[config.mk]
export PLATFORM = sky130hd
export DESIGN_NAME = imm_gen_pipe
export DESIGN_NICKNAME = d
export VERILOG_FILES = /design/src/rtl/imm_gen_pipe.sv
export SDC_FILE = /design/constraint.sdc
export NUM_CORES = 1
export LEC_CHECK = 0
export ABC_AREA = 1
export CAP_MARGIN = 20
export CORE_MARGIN = 2
export CORE_UTILIZATION = 49
export CTS_CLUSTER_SIZE = 16
export DETAILED_ROUTE_END_ITERATION = 8
export PLACE_DENSITY = 0.8
export SYNTH_ARGS = -nofsm -noshare
export SYNTH_HDL_FRONTEND = slang
export SYNTH_SLANG_ARGS = --single-unit
[constraint.sdc]
create_clock -name clk -period 3.15 [get_ports clk]
set_clock_uncertainty 0.1 [all_clocks]
set_input_delay 0.63 -clock clk [delete_from_list [all_inputs] [get_ports clk]]
set_output_delay 0.63 -clock clk [all_outputs]
set_load 0.005 [all_outputs]
[src/rtl/imm_gen_pipe.sv]
// Pipelined RV immediate generator: combinational decode into a 2-entry output FIFO.
// Optional CSR-immediate (Z-format) decode is enabled by defining IMM_GEN_CSR_EN.
module imm_gen_pipe #(
  parameter int XLEN  = 64,
  parameter int TAG_W = 4
) (
  input  logic             clk,
  input  logic             rst_n,
  input  logic             in_valid,
  output logic             in_ready,
  input  logic [31:0]      in_instr,
  input  logic [TAG_W-1:0] in_tag,
  output logic             out_valid,
  input  logic             out_ready,
  output logic [XLEN-1:0]  out_imm,
  output logic [2:0]       out_fmt,
  output logic             out_illegal,
  output logic [TAG_W-1:0] out_tag
);

  typedef enum logic [2:0] {
    FMT_NONE = 3'd0,
    FMT_I    = 3'd1,
    FMT_S    = 3'd2,
    FMT_B    = 3'd3,
    FMT_U    = 3'd4,
    FMT_J    = 3'd5,
    FMT_Z    = 3'd6
  } fmt_e;

  typedef struct packed {
    logic [XLEN-1:0]  imm;
    fmt_e             fmt;
    logic             illegal;
    logic [TAG_W-1:0] tag;
  } entry_t;

  logic [31:0] imm32;
  fmt_e        dec_fmt;
  logic        dec_illegal;
  entry_t      dec_entry;

  // Every format is assembled as a 32-bit value first; bit 31 always carries
  // instr[31] (or 0 for Z), so one sign-extending cast covers both XLENs.
  // NOTE: every signal written here gets a default first so no latch is inferred.
  always_comb begin
    imm32       = '0;
    dec_fmt     = FMT_NONE;
    dec_illegal = 1'b1;
    case (in_instr[6:0])
      7'b0010011, 7'b0000011, 7'b1100111: begin
        imm32       = {{20{in_instr[31]}}, in_instr[31:20]};
        dec_fmt     = FMT_I;
        dec_illegal = 1'b0;
      end
      7'b0011011: begin
        if (XLEN == 64) begin
          imm32       = {{20{in_instr[31]}}, in_instr[31:20]};
          dec_fmt     = FMT_I;
          dec_illegal = 1'b0;
        end
      end
      7'b0100011: begin
        imm32       = {{20{in_instr[31]}}, in_instr[31:25], in_instr[11:7]};
        dec_fmt     = FMT_S;
        dec_illegal = 1'b0;
      end
      7'b1100011: begin
        imm32       = {{19{in_instr[31]}}, in_instr[31], in_instr[7],
                       in_instr[30:25], in_instr[11:8], 1'b0};
        dec_fmt     = FMT_B;
        dec_illegal = 1'b0;
      end
      7'b0110111, 7'b0010111: begin
        imm32       = {in_instr[31:12], 12'b0};
        dec_fmt     = FMT_U;
        dec_illegal = 1'b0;
      end
      7'b1101111: begin
        imm32       = {{11{in_instr[31]}}, in_instr[31], in_instr[19:12],
                       in_instr[20], in_instr[30:21], 1'b0};
        dec_fmt     = FMT_J;
        dec_illegal = 1'b0;
      end
`ifdef IMM_GEN_CSR_EN
      7'b1110011: begin
        dec_illegal = 1'b0;
        if (in_instr[14:12] != 3'b000) begin
          imm32   = {27'b0, in_instr[19:15]};
          dec_fmt = FMT_Z;
        end
      end
`endif
      default: ;
    endcase
  end

  always_comb begin
    dec_entry         = '0;
    dec_entry.imm     = XLEN'($signed(imm32));
    dec_entry.fmt     = dec_fmt;
    dec_entry.illegal = dec_illegal;
    dec_entry.tag     = in_tag;
  end

  entry_t     mem_q [2];
  logic [1:0] count_q, count_d;
  logic       wr_ptr_q, wr_ptr_d;
  logic       rd_ptr_q, rd_ptr_d;
  logic       push, pop;

  // in_ready depends on registered state only, never on out_ready.
  assign in_ready  = (count_q < 2'd2);
  assign out_valid = (count_q != 2'd0);
  assign push      = in_valid & in_ready;
  assign pop       = out_valid & out_ready;

  always_comb begin
    count_d  = count_q;
    wr_ptr_d = wr_ptr_q;
    rd_ptr_d = rd_ptr_q;
    case ({push, pop})
      2'b10:   count_d = count_q + 2'd1;
      2'b01:   count_d = count_q - 2'd1;
      default: ;
    endcase
    if (push) wr_ptr_d = ~wr_ptr_q;
    if (pop)  rd_ptr_d = ~rd_ptr_q;
  end

  // NOTE: state registers use non-blocking assignments so every flop samples pre-edge values.
  always_ff @(posedge clk or negedge rst_n) begin
    if (!rst_n) begin
      count_q  <= 2'd0;
      wr_ptr_q <= 1'b0;
      rd_ptr_q <= 1'b0;
    end else begin
      count_q  <= count_d;
      wr_ptr_q <= wr_ptr_d;
      rd_ptr_q <= rd_ptr_d;
    end
  end

  // NOTE: storage is not reset; stale contents are invisible because outputs are gated by out_valid.
  always_ff @(posedge clk) begin
    if (push) mem_q[wr_ptr_q] <= dec_entry;
  end

  entry_t head;
  assign head        = mem_q[rd_ptr_q];
  assign out_imm     = out_valid ? head.imm     : '0;
  assign out_fmt     = out_valid ? head.fmt     : FMT_NONE;
  assign out_illegal = out_valid ? head.illegal : 1'b0;
  assign out_tag     = out_valid ? head.tag     : '0;

endmodule

==> summary.txt, run 1 <==
Route
  • Drt via density: 5.16
  • DR WL met2: 5190 um
  • Wire per inst: 14.8 um
  • WL final: 10,000 um
  • 1st-iter DRT viols: 116
  • Max Used Layer: met4
  • Pre-antenna DRT Iters: 4
  • M1 wire length: 4160 um
  • DRC: 0
  • Detailed-route via count: 3,510
  • Metal3 WL: 516 um
  • Detail Route Antenna Nets: 0

Synth
  • Mux contribution to synthesized area: 0%
  • Syn_nets: 530
  • Netlist cell types: 20
  • Xor/xnor cell area share of the yosys netlist: 0.800%
  • Avg Synthesized Cell Area: 8.96 um^2
  • Sequential share of the synthesized area: 57.1%
  • Flops & latches, synth: 84
  • Adder-Cell Fraction of Synth Area: 0.286%
  • Gate Count Post-Synth: 489
  • Warnings from Yosys: 0
  • Complex-gate fraction of the synthesized area: 4.91%
  • Post-Syn Area: 0.00438 mm^2
  • Combinational family with the most area after synthesis: simple AND/OR/NAND/NOR gates
  • Post-synthesis simple-gate area fraction: 26.2%

Critical path
  • Critical Path Max Stage Delay: 0.57 ns
  • Critical path class: register to output port
  • Critical Path RT: 2.42 ns
  • CP arrival: 2.23 ns
  • Worst reg2reg endpoint: count_q[1]
  • Top fanout value on the critical path: 41
  • R2R cell count: 7
  • Startpoint types: register
  • Register-to-register setup slack: 1.19 ns
  • Reg-to-Reg Start: count_q[0]
  • Crit-path cells: buf_4 -> nand2_1 -> a21oi_2 -> buf_4 -> clkdlybuf4s50_1
  • CP Capture Type: output port
  • Most Frequent Cell on Critical Path: buf_4
  • Slowest CP cell: clkdlybuf4s50_1

Place
  • Placed insts: 664
  • Hpwl dp: 6990 um
  • IO Port Bufs: 113
  • Placed inst area: 0.00542 mm^2
  • Global placer's final weighted congestion: 0.799

Power and ir drop
  • VDD IR max: 0.000370 V
  • Flop pwr share: 33.6%
  • Internal power: 3.09 mW
  • Clock power frac: 18.5%
  • Sw Ratio: 31.3%
  • Power Density: 797 mW/mm^2
  • Leakage: 2.39 nW
  • Gate power share: 47.9%
  • Sw power: 1.40 mW

Floorplan
  • Die ar.: 0.00972 mm^2
  • Starting Density: 50.5%
  • Die X: 98.6 um
  • Row Count: 34
  • Core area: 0.00868 mm^2
  • Die height: 98.6 um
  • IO Count: 114

Clock tree
  • Clock-pin slew on the worst setup and hold paths: 0.08 ns
  • CTS buffer count: 9
  • Longest Clk Path Bufs: 2
  • H-tree levels: 3
  • CTS tree: yes
  • Post-cts sizing count: 0
  • CTS sink count: 84
  • Post CTS Setup Buffer Count: 0
  • CTS Root Cell: clkbuf_8
  • Hold Buf Count CTS: 0
  • Clock latency on the worst-skew pair: 0.34 ns

Finish
  • Most frequent cells in the layout: 167 x nand2_1, 113 x clkdlybuf4s50_1, 80 x edfxtp_1
  • Fin cells: 680
  • Multi-input combinational cell area: 0.00143 mm^2
  • Sequential Area: 0.00250 mm^2
  • Design Area, Final: 0.00564 mm^2
  • Nets: 608
  • Area grow syn2layout: 28.6%
  • N_diodes: 0
  • Filler Cells Inserted: 735
  • Commonest non-fill, non-tap cell in the layout: nand2_1
  • Share of layout cells above drive strength 1: 7.69%

Min path
  • Class of the worst hold path: input pin to async pin

Flow run
  • Max-cap violations: 0

GRT
  • Initial antenna violation count: 0
  • Vias in the first global route: 3,366
  • Largest net degree at the start of global routing: 42
  • GRT Util Overall: 21.5%
  • First-pass GRT wire length: 16,400 um
  • GRT overflow: 0

STA
  • Worst-margin pin slew: 0.749 ns
  • Hold slack: 0.391 ns
  • Unrepaired setup endpoints after global routing: no
  • Final period util: 93.8%
  • # setup viols final: 0
  • Slew Limit Headroom: 50.0%
  • Final-report hold violation count: 0
  • Setup Total Neg Slack: 0 ns
  • Final min period: 2.96 ns
  • Slew Viols, Final: 0
  • Maximum clock frequency: 338 MHz

Run status
  • Status: completed
==> cell usage after synthesis <==
| cell | instances | area share [%] |
|---|---|---|
| nand2_1 | 167 | 14 |
| edfxtp_1 | 80 | 55 |
| nand3_1 | 52 | 5.9 |
| nor2_1 | 44 | 3.8 |
| a21oi_1 | 41 | 4.7 |
| buf_4 | 38 | 6.5 |
| inv_1 | 21 | 1.8 |
| buf_2 | 11 | 1.3 |
| clkbuf_1 | 11 | 0.94 |
| dfrtp_1 | 4 | 2.3 |
| nor2_4 | 4 | 1.0 |
| nand2_2 | 3 | 0.43 |
| xor2_1 | 3 | 0.60 |
| inv_2 | 2 | 0.17 |
| nand3_2 | 2 | 0.46 |
| o21ai_0 | 2 | 0.23 |
| ha_1 | 1 | 0.29 |
| nand4_1 | 1 | 0.14 |
| nor2_2 | 1 | 0.14 |
| xnor2_1 | 1 | 0.20 |
==> worst max-delay path by stage <==
stage	to	from	slack, ns
3_3_place_gp	mem_q[0][19]	in_instr[6]	0.47
6_report	out_imm[35]	rd_ptr_q	0.19
4_1_cts	out_imm[35]	rd_ptr_q	0.14
3_5_place_dp	mem_q[0][19]	in_instr[4]	0.45
5_1_grt	out_imm[35]	rd_ptr_q	0.05
2_1_floorplan	out_imm[32]	rd_ptr_q	0.08
==> logic make-up (layout without fill, tap and decap cells) <==
kind of cell	Yosys count	after routing
flops	84	84
buf+inv	83	166
fa+ha+maj	1	1
compound gates	43	43
xor+xnor	4	4
simple gates	274	274
==> through the flow <==
step	setup WS (ns)	util [%]	total power, mW
finish	0.194	64.9	4.49
global route	0.0525	64.9	4.75
CTS	0.140	64.9	4.53
detailed placement	0.451	62.4	3.70
global placement	0.471	62.4	3.65
floorplan	0.0779	-	2.64
==> flip-flops by register name, summed over array words and instances (netlist names) <==
signal    count
count_q       2
rd_ptr_q      1
wr_ptr_q      1
mem_q        80
==> metal layers <==
layer / global-route usage, % / vias up
li1: - / 1734
met2: 37.3 / 124
met1: 27.2 / 1639
met5: 0 / -
met4: 7.59 / 0
met3: 3.76 / 13
==> layout make-up <==
class | instances | area share, %
Clock inverter | 4 | 1.29
Clock buffer | 12 | 2.58
Inverter | 23 | 1.53
Multi-Input combinational cell | 322 | 25.4
Tap cell | 108 | 2.40
Timing Repair Buffer | 127 | 22.4
Sequential cell | 84 | 44.4
==> critical path: cells and delay by family (launching register included) <==
| family | cells | cell delay, ns |
|---|---|---|
| buffers and inverters | 3 | 1.24 |
| AOI/OAI and AO/OA | 1 | 0.15 |
| and+or+nand+nor | 1 | 0.12 |
| DFF | 1 | 0.35 |
==> power by group through the flow <==
| stage | sequential, mW | combinational [mW] | clock [mW] |
|---|---|---|---|
| after detailed placement | 1.53 | 2.16 | 0 |
| after floorplan | 1.53 | 1.11 | 0 |
| after global routing | 1.53 | 2.34 | 0.878 |
| final | 1.51 | 2.15 | 0.831 |
| after global placement | 1.53 | 2.13 | 0 |
| after CTS | 1.51 | 2.18 | 0.841 |
(Power assumes the default switching activity.)
==> inputs of run 2 (changes only) <==
- ABC_CLOCK_PERIOD_IN_PS: unset -> 3150
==> results of run 2 <==
Same layout as run 1: the final DEF is identical, and so are final timing and power.
